## config.mk

```make
export PLATFORM = sky130hd
export DESIGN_NAME = uart_ctrl
export DESIGN_NICKNAME = d
export VERILOG_FILES = /design/src/rtl/uart_pkg.sv /design/src/rtl/uart_tick_gen.sv /design/src/rtl/uart_ctrl.sv
export SDC_FILE = /design/constraint.sdc
export NUM_CORES = 1
export LEC_CHECK = 0
export CAP_MARGIN = 15
export CORE_MARGIN = 1.5
export CORE_UTILIZATION = 35
export CTS_CLUSTER_DIAMETER = 80
export CTS_CLUSTER_SIZE = 14
export DETAILED_ROUTE_END_ITERATION = 12
export PLACE_DENSITY_LB_ADDON = 0.1
export SYNTH_ARGS = -nofsm -noshare
export SYNTH_HDL_FRONTEND = slang
export SYNTH_HIERARCHICAL = 1
export SYNTH_SLANG_ARGS = --single-unit
```

## constraint.sdc

```tcl
create_clock -name clk -period 2.75 [get_ports clk]
set_clock_uncertainty 0.2 [all_clocks]
set_input_delay 0.825 -clock clk [delete_from_list [all_inputs] [get_ports clk]]
set_output_delay 0.825 -clock clk [all_outputs]
set_load 0.02 [all_outputs]
```

## src/rtl/uart_pkg.sv

```systemverilog
// uart_pkg: shared FSM state types, 8N1 frame constants and divider helper
package uart_pkg;
  typedef enum logic [1:0] {TX_IDLE, TX_START, TX_DATA, TX_STOP} tx_state_e;
  typedef enum logic [1:0] {RX_IDLE, RX_START, RX_DATA, RX_STOP} rx_state_e;
  localparam int DATA_BITS = 8;
  localparam int OVS = 16;
  localparam int MID = 8;
  function automatic int calc_div(input int clk_hz, input int rate);
    return (clk_hz / rate < 1) ? 1 : clk_hz / rate;
  endfunction
endpackage

```

## src/rtl/uart_tick_gen.sv

```systemverilog
// uart_tick_gen: wrap-around divider pulsing tick_o once every DIV cycles
module uart_tick_gen #(
  parameter int DIV = 16
) (
  input  logic clk,
  input  logic rst,
  input  logic clr,
  output logic tick_o
);
  localparam int CW = DIV > 1 ? $clog2(DIV) : 1;
  logic [CW-1:0] cnt_q, cnt_d;
  assign tick_o = cnt_q == CW'(DIV - 1);
  // count restarts on clr or after reaching DIV-1
  always_comb cnt_d = (clr || tick_o) ? '0 : cnt_q + CW'(1);
  // count register
  always_ff @(posedge clk) cnt_q <= rst ? '0 : cnt_d;
endmodule

```

## src/rtl/uart_ctrl.sv

```systemverilog
// uart_ctrl: byte-level 8N1 UART with strobe edge detect and one-byte rx holding register
module uart_ctrl
  import uart_pkg::*;
#(
  parameter int CLK_FREQ   = 50000000,
  parameter int BAUD       = 9600,
  parameter int OVERSAMPLE = 16
) (
  input  logic       clk,
  input  logic       rst,
  input  logic       uart_we_n_i,
  input  logic       uart_re_n_i,
  input  logic [7:0] uart_tx_data_i,
  output logic       uart_tx_ready_o,
  output logic       uart_rx_ready_o,
  output logic [7:0] uart_rx_data_o,
  output logic       txd_o,
  input  logic       rxd_i
);
  localparam int TX_DIV = calc_div(CLK_FREQ, BAUD);
  localparam int RX_DIV = calc_div(CLK_FREQ, BAUD * OVS);
  if (OVERSAMPLE != OVS) begin : g_ovs_check
    $error("uart_ctrl: OVERSAMPLE must be 16");
  end
  logic prev_we_q, prev_re_q, wr_fire, rd_fire;
  tx_state_e tx_st_q, tx_st_d;
  logic [7:0] tx_sh_q, tx_sh_d;
  logic [2:0] tx_idx_q, tx_idx_d;
  logic tx_tick;
  rx_state_e rx_st_q, rx_st_d;
  logic [7:0] rx_sh_q, rx_sh_d, rx_data_q, rx_data_d;
  logic [2:0] rx_idx_q, rx_idx_d;
  logic [3:0] ocnt_q, ocnt_d;
  logic rx_err_q, rx_err_d, rx_rdy_q, rx_rdy_d, rx_s1_q, rx_s2_q, rx_tick, rx_load;
  assign wr_fire = ~uart_we_n_i & prev_we_q;
  assign rd_fire = ~uart_re_n_i & prev_re_q;
  uart_tick_gen #(.DIV(TX_DIV)) u_tx_tick (.clk(clk), .rst(rst), .clr(tx_st_q == TX_IDLE), .tick_o(tx_tick));
  uart_tick_gen #(.DIV(RX_DIV)) u_rx_tick (.clk(clk), .rst(rst), .clr(rx_st_q == RX_IDLE), .tick_o(rx_tick));
  // state, shift registers, strobe history and rxd synchroniser
  always_ff @(posedge clk) begin
    if (rst) begin
      prev_we_q <= 1'b1;
      prev_re_q <= 1'b1;
      tx_st_q   <= TX_IDLE;
      tx_sh_q   <= '0;
      tx_idx_q  <= '0;
      rx_st_q   <= RX_IDLE;
      rx_sh_q   <= '0;
      rx_idx_q  <= '0;
      ocnt_q    <= '0;
      rx_err_q  <= 1'b0;
      rx_rdy_q  <= 1'b0;
      rx_data_q <= '0;
      rx_s1_q   <= 1'b1;
      rx_s2_q   <= 1'b1;
    end else begin
      prev_we_q <= uart_we_n_i;
      prev_re_q <= uart_re_n_i;
      tx_st_q   <= tx_st_d;
      tx_sh_q   <= tx_sh_d;
      tx_idx_q  <= tx_idx_d;
      rx_st_q   <= rx_st_d;
      rx_sh_q   <= rx_sh_d;
      rx_idx_q  <= rx_idx_d;
      ocnt_q    <= ocnt_d;
      rx_err_q  <= rx_err_d;
      rx_rdy_q  <= rx_rdy_d;
      rx_data_q <= rx_data_d;
      rx_s1_q   <= rxd_i;
      rx_s2_q   <= rx_s1_q;
    end
  end
  // tx: latch byte on a write strobe in idle, then start, 8 data bits LSB first, stop
  always_comb begin
    tx_st_d  = tx_st_q;
    tx_sh_d  = tx_sh_q;
    tx_idx_d = tx_idx_q;
    case (tx_st_q)
      TX_IDLE: if (wr_fire) begin
        tx_sh_d  = uart_tx_data_i;
        tx_idx_d = '0;
        tx_st_d  = TX_START;
      end
      TX_START: if (tx_tick) tx_st_d = TX_DATA;
      TX_DATA: if (tx_tick) begin
        tx_sh_d  = tx_sh_q >> 1;
        tx_idx_d = tx_idx_q + 3'd1;
        if (tx_idx_q == 3'(DATA_BITS - 1)) tx_st_d = TX_STOP;
      end
      TX_STOP: if (tx_tick) tx_st_d = TX_IDLE;
    endcase
  end
  // rx: confirm start at mid-bit, sample data at bit centres, validate stop bit
  always_comb begin
    rx_st_d  = rx_st_q;
    rx_sh_d  = rx_sh_q;
    rx_idx_d = rx_idx_q;
    ocnt_d   = ocnt_q;
    rx_err_d = rx_err_q;
    rx_load  = 1'b0;
    case (rx_st_q)
      RX_IDLE: begin
        ocnt_d = '0;
        if (!rx_s2_q) rx_st_d = RX_START;
      end
      RX_START: if (rx_tick) begin
        ocnt_d = ocnt_q + 4'd1;
        if (ocnt_q == 4'(MID - 1)) begin
          ocnt_d   = '0;
          rx_idx_d = '0;
          rx_st_d  = rx_s2_q ? RX_IDLE : RX_DATA;
        end
      end
      RX_DATA: if (rx_tick) begin
        ocnt_d = ocnt_q + 4'd1;
        if (ocnt_q == 4'(OVS - 1)) begin
          rx_sh_d  = {rx_s2_q, rx_sh_q[7:1]};
          rx_idx_d = rx_idx_q + 3'd1;
          if (rx_idx_q == 3'(DATA_BITS - 1)) rx_st_d = RX_STOP;
        end
      end
      RX_STOP: if (rx_err_q) begin
        if (rx_s2_q) begin
          rx_err_d = 1'b0;
          rx_st_d  = RX_IDLE;
        end
      end else if (rx_tick) begin
        ocnt_d = ocnt_q + 4'd1;
        if (ocnt_q == 4'(OVS - 1)) begin
          rx_load  = rx_s2_q;
          rx_err_d = ~rx_s2_q;
          rx_st_d  = rx_s2_q ? RX_IDLE : RX_STOP;
        end
      end
    endcase
  end
  // holding register: a completed byte wins over a concurrent read
  always_comb begin
    rx_rdy_d  = rx_load | (rx_rdy_q & ~rd_fire);
    rx_data_d = rx_load ? rx_sh_q : rx_data_q;
  end
  assign uart_tx_ready_o = tx_st_q == TX_IDLE;
  assign txd_o           = (tx_st_q == TX_START) ? 1'b0 : (tx_st_q == TX_DATA) ? tx_sh_q[0] : 1'b1;
  assign uart_rx_ready_o = rx_rdy_q;
  assign uart_rx_data_o  = rx_data_q;
endmodule
```

==> impl_results.md <==
* Reg2reg start: u_tx_tick/cnt_q[12]$_SDFF_PP0_
* TritonCTS sink count at 66
* HPWL Detailed at 4000 um
* Post-synthesis cell count at 328
* I/O Buffers at 23
* Vias per inst at 5.03
* Min-delay src: rx_s1_q$_SDFF_PP1_
* Routed wire length at 5950 um
* Status: finished, final reports clean
* Core Region at 8720 um2
* Fin. max-slew vios at 0
* Max VDD drop at 235 uV
* Residual DRC at 0
* Mux contribution to synthesized area at 9.25%
* First-pass GRT wire length at 10400 um
* F_max at 396 MHz
* FILL cells at 890
* Largest net degree at the start of global routing at 25
* R2r worst-path depth at 7
* Worst setup EP type: output port
* Area of the multi-input gates at 1690 um2
* Worst Hold Class: flip-flop to flip-flop
* Cell row count at 34
* Initial antenna violation count at 0
* Max FO, Critical Path at 4
* Initial Util at 36.0%
* Synthesis-to-layout area growth at 16.3%
* Crit start category: flip-flop
* CTS tree: done
* Rel. slew slack at 64.1%
* P per Cell Area at 640 nW/um2
* Register Area at 1320 um2
* Hold Path Depth at 1
* Layout net count at 382
* Syn_area_per_cell at 9.56 um2
* Share of post-route cells with drive strength above 1 at 15.0%
* Placed cells at 453
* Post-Synth Simple-Gate Area at 23.8%
* Pre-CTS setup slack at 240 ps
* Total Neg Setup Slack at 0 ps
* CP Data Required Time at 1730 ps
* Min Hold Slack at 223 ps
* Number of DRC markers in iteration 0 at 44
* GR Util All Layers at 13.2%
* Worst r2r dst: tx_st_q[1]$_SDFFE_PP0P_
* Period utilisation layout at 91.9%
* Syn Nets at 354
* # H-tree levels at 3
* Hold Buf Count CTS at 0
* Clk Latency, worst-skew pair at 340 ps
* Register clock-pin slew on the reported worst setup and hold paths at 70 ps
* Fin crit period at 2530 ps
* Mapped Area at 3140 um2
* Ys flop type: dfxtp_1
* Synth Area in XOR/XNOR at 1.95%
* # setup viols final at 0
* Routed vias at 2358
* Die area at 9540 um2
* Cell Count, Final, Fillers Out at 469
* Netlist cell types at 55
* Routed Antenna Nets at 0
* Root buf cell: clkbuf_8
* Worst endpoint data arrival time at 1500 ps
* Worst setup path category: flip-flop to output port
* Lkg Pwr at 1.20 nW
* Synth async-reset ratio at 0%
* GRT overflow at 0
* Vias in the first global route at 2237
* First-pass DRT Iterations at 4
* Worst hold endpoint: rx_s2_q$_SDFF_PP1_
* # diodes at 0
* Ys Warns at 6
* Gpl congestion at 0.752
* Largest family of logic cells by synthesized area: simple AND/OR/NAND/NOR gates
* R2R Setup Slk at 350 ps
* Post-route setup slack at 224 ps
* Final hold viol count at 0
* #FFs+latches synth at 66
* Worst-Margin Slew at 537 ps
* Sequential area share after synthesis at 42.1%
* Post-Synth Adder-Cell Area at 5.19%
* CTS buffer count at 9
* CTS Buffer Depth at 2
* Avg WL per Cell at 12.7 um
* Ports at 24
* Unrepaired setup endpoints after global routing: no
* Die width at 97.7 um
* Max_cap viols at 0
* Number of synthesized flops with an enable pin at 0
* Compound-cell area share of the yosys netlist at 13.7%
* Die Y at 97.7 um
power breakdown:
| group | leakage [nW] | internal (mW) | switching, mW | total (mW) |
|---|---|---|---|---|
| sequential | 0.535 | 1.04 | 0.0514 | 1.09 |
| combinational | 0.576 | 0.222 | 0.303 | 0.525 |
| clock | 0.0851 | 0.347 | 0.371 | 0.718 |
| total | 1.20 | 1.61 | 0.724 | 2.33 |
state kept, by name (all words and copies together) (netlist names):
name             count
ocnt_q               4
uart_rx_ready_o      1
rx_s2_q              1
uart_rx_data_o       8
rx_st_q              2
rx_err_q             1
tx_sh_q              8
rx_s1_q              1
rx_sh_q              8
prev_re_q            1
rx_idx_q             3
u_tx_tick/cnt_q     13
u_rx_tick/cnt_q      9
tx_idx_q             3
prev_we_q            1
tx_st_q              2
final cells by class:
| class | count | share of cell area, % |
|---|---|---|
| clock buffers | 11 | 3.88 |
| clock inverters | 5 | 0.823 |
| repair buffers | 32 | 7.96 |
| inverters | 10 | 1.03 |
| flip-flops and latches | 66 | 36.2 |
| well taps | 108 | 3.70 |
| multi-input cells | 237 | 46.4 |
cell usage in the layout, fill, tap and decap left out, drive strengths merged, types with 2 or more instances in the layout:
cell type and instances:
ha 13, dlygate4sd2 2, and4 2, nand3b 4, nor4 4, nand2b 4, a21oi 13, a31oi 6
or4 2, nor2 47, a22oi 2, clkinv 3, buf 10, nor3 8, nand2 14, clkbuf 11
clkinvlp 2, inv 10, mux2i 29, xor2 3, o21ai 11, o31ai 2, or2 7, nand4 6
or3 7, xnor2 4, nor3b 2, a211oi 14, nand3 16, dfxtp 66, clkdlybuf4s50 20
synth_stat cells, types with 2 or more instances:
cell      instances  area (um2)
buf_6             2        22.5
a211oi_1          8        60.1
nand2_1          14        52.6
or2_2             7        43.8
o31ai_1           2        15.0
nor4_1            3        18.8
nand4_2           2        25.0
nor3b_1           2        15.0
nand4_1           4        25.0
a21oi_1          11        55.1
buf_4             3        22.5
ha_1             13         163
a211oi_2          6        75.1
nor2_1           46         173
a22oi_1           2        15.0
xor2_1            3        26.3
nand2b_1          3        18.8
nand3_1          16        80.1
buf_2             3        15.0
or3_1             7        43.8
clkbuf_1          6        22.5
or4_1             2        15.0
inv_1            10        37.5
mux2i_1          29         290
o21ai_0          11        55.1
nor3_2            4        40.0
nand3b_1          4        30.0
a31oi_1           6        37.5
dfxtp_1          66        1320
and4_1            2        17.5
xnor2_1           4        35.0
nor3_1            4        20.0
cell families (layout without fill, tap and decap cells):
| kind of cell | Yosys count | after routing |
|---|---|---|
| and+or+nand+nor | 132 | 132 |
| xor gates and xnor gates | 7 | 7 |
| DFF | 66 | 66 |
| adders and majority gates | 13 | 13 |
| buffers and inverters | 25 | 58 |
| AOI/OAI and AO/OA | 56 | 56 |
| muxes | 29 | 29 |
worst max path at each step:
stage | from | end | slack [ps] | cells past startpoint
final | tx_st_q[0]$_SDFFE_PP0P_ | txd_o | 220 | 4
after detailed placement | uart_we_n_i | tx_st_q[1]$_SDFFE_PP0P_ | 240 | 5
after floorplan | tx_st_q[0]$_SDFFE_PP0P_ | txd_o | 480 | 4
after global routing | u_tx_tick/cnt_q[12]$_SDFF_PP0_ | tx_st_q[1]$_SDFFE_PP0P_ | 60 | 7
after CTS | tx_st_q[0]$_SDFFE_PP0P_ | txd_o | 200 | 4
after global placement | uart_we_n_i | tx_st_q[1]$_SDFFE_PP0P_ | 250 | 5
critical path, stage by stage (launching register included):
cell and delay, ps:
dfxtp_1 380, inv_1 100, ha_1 210, a21oi_1 140, dlygate4sd2_1 340
layer usage:
| layer | track usage (%) | part of all wire, % |
|---|---|---|
| met5 | 0 | 0 |
| met4 | 4.62 | 1.5 |
| met3 | 3.60 | 3.2 |
| met2 | 21.0 | 44 |
| met1 | 17.1 | 51 |
stage by stage:
step | power [mW] | area (um2) | util [%]
2_1_floorplan | 1.51 | 3140 | -
3_3_place_gp | 1.66 | 3480 | 39.9
3_5_place_dp | 1.66 | 3480 | 39.9
4_1_cts | 2.37 | 3650 | 41.8
5_1_grt | 2.47 | 3650 | 41.8
6_report | 2.33 | 3650 | 41.8
what timing repair did:
action / in CTS / in global routing
gates resized for setup: 2 / 0
setup endpoints to repair: 2 / 0
buffers inserted: 0 / 0
Note: power is estimated with default switching activity, not from simulation.
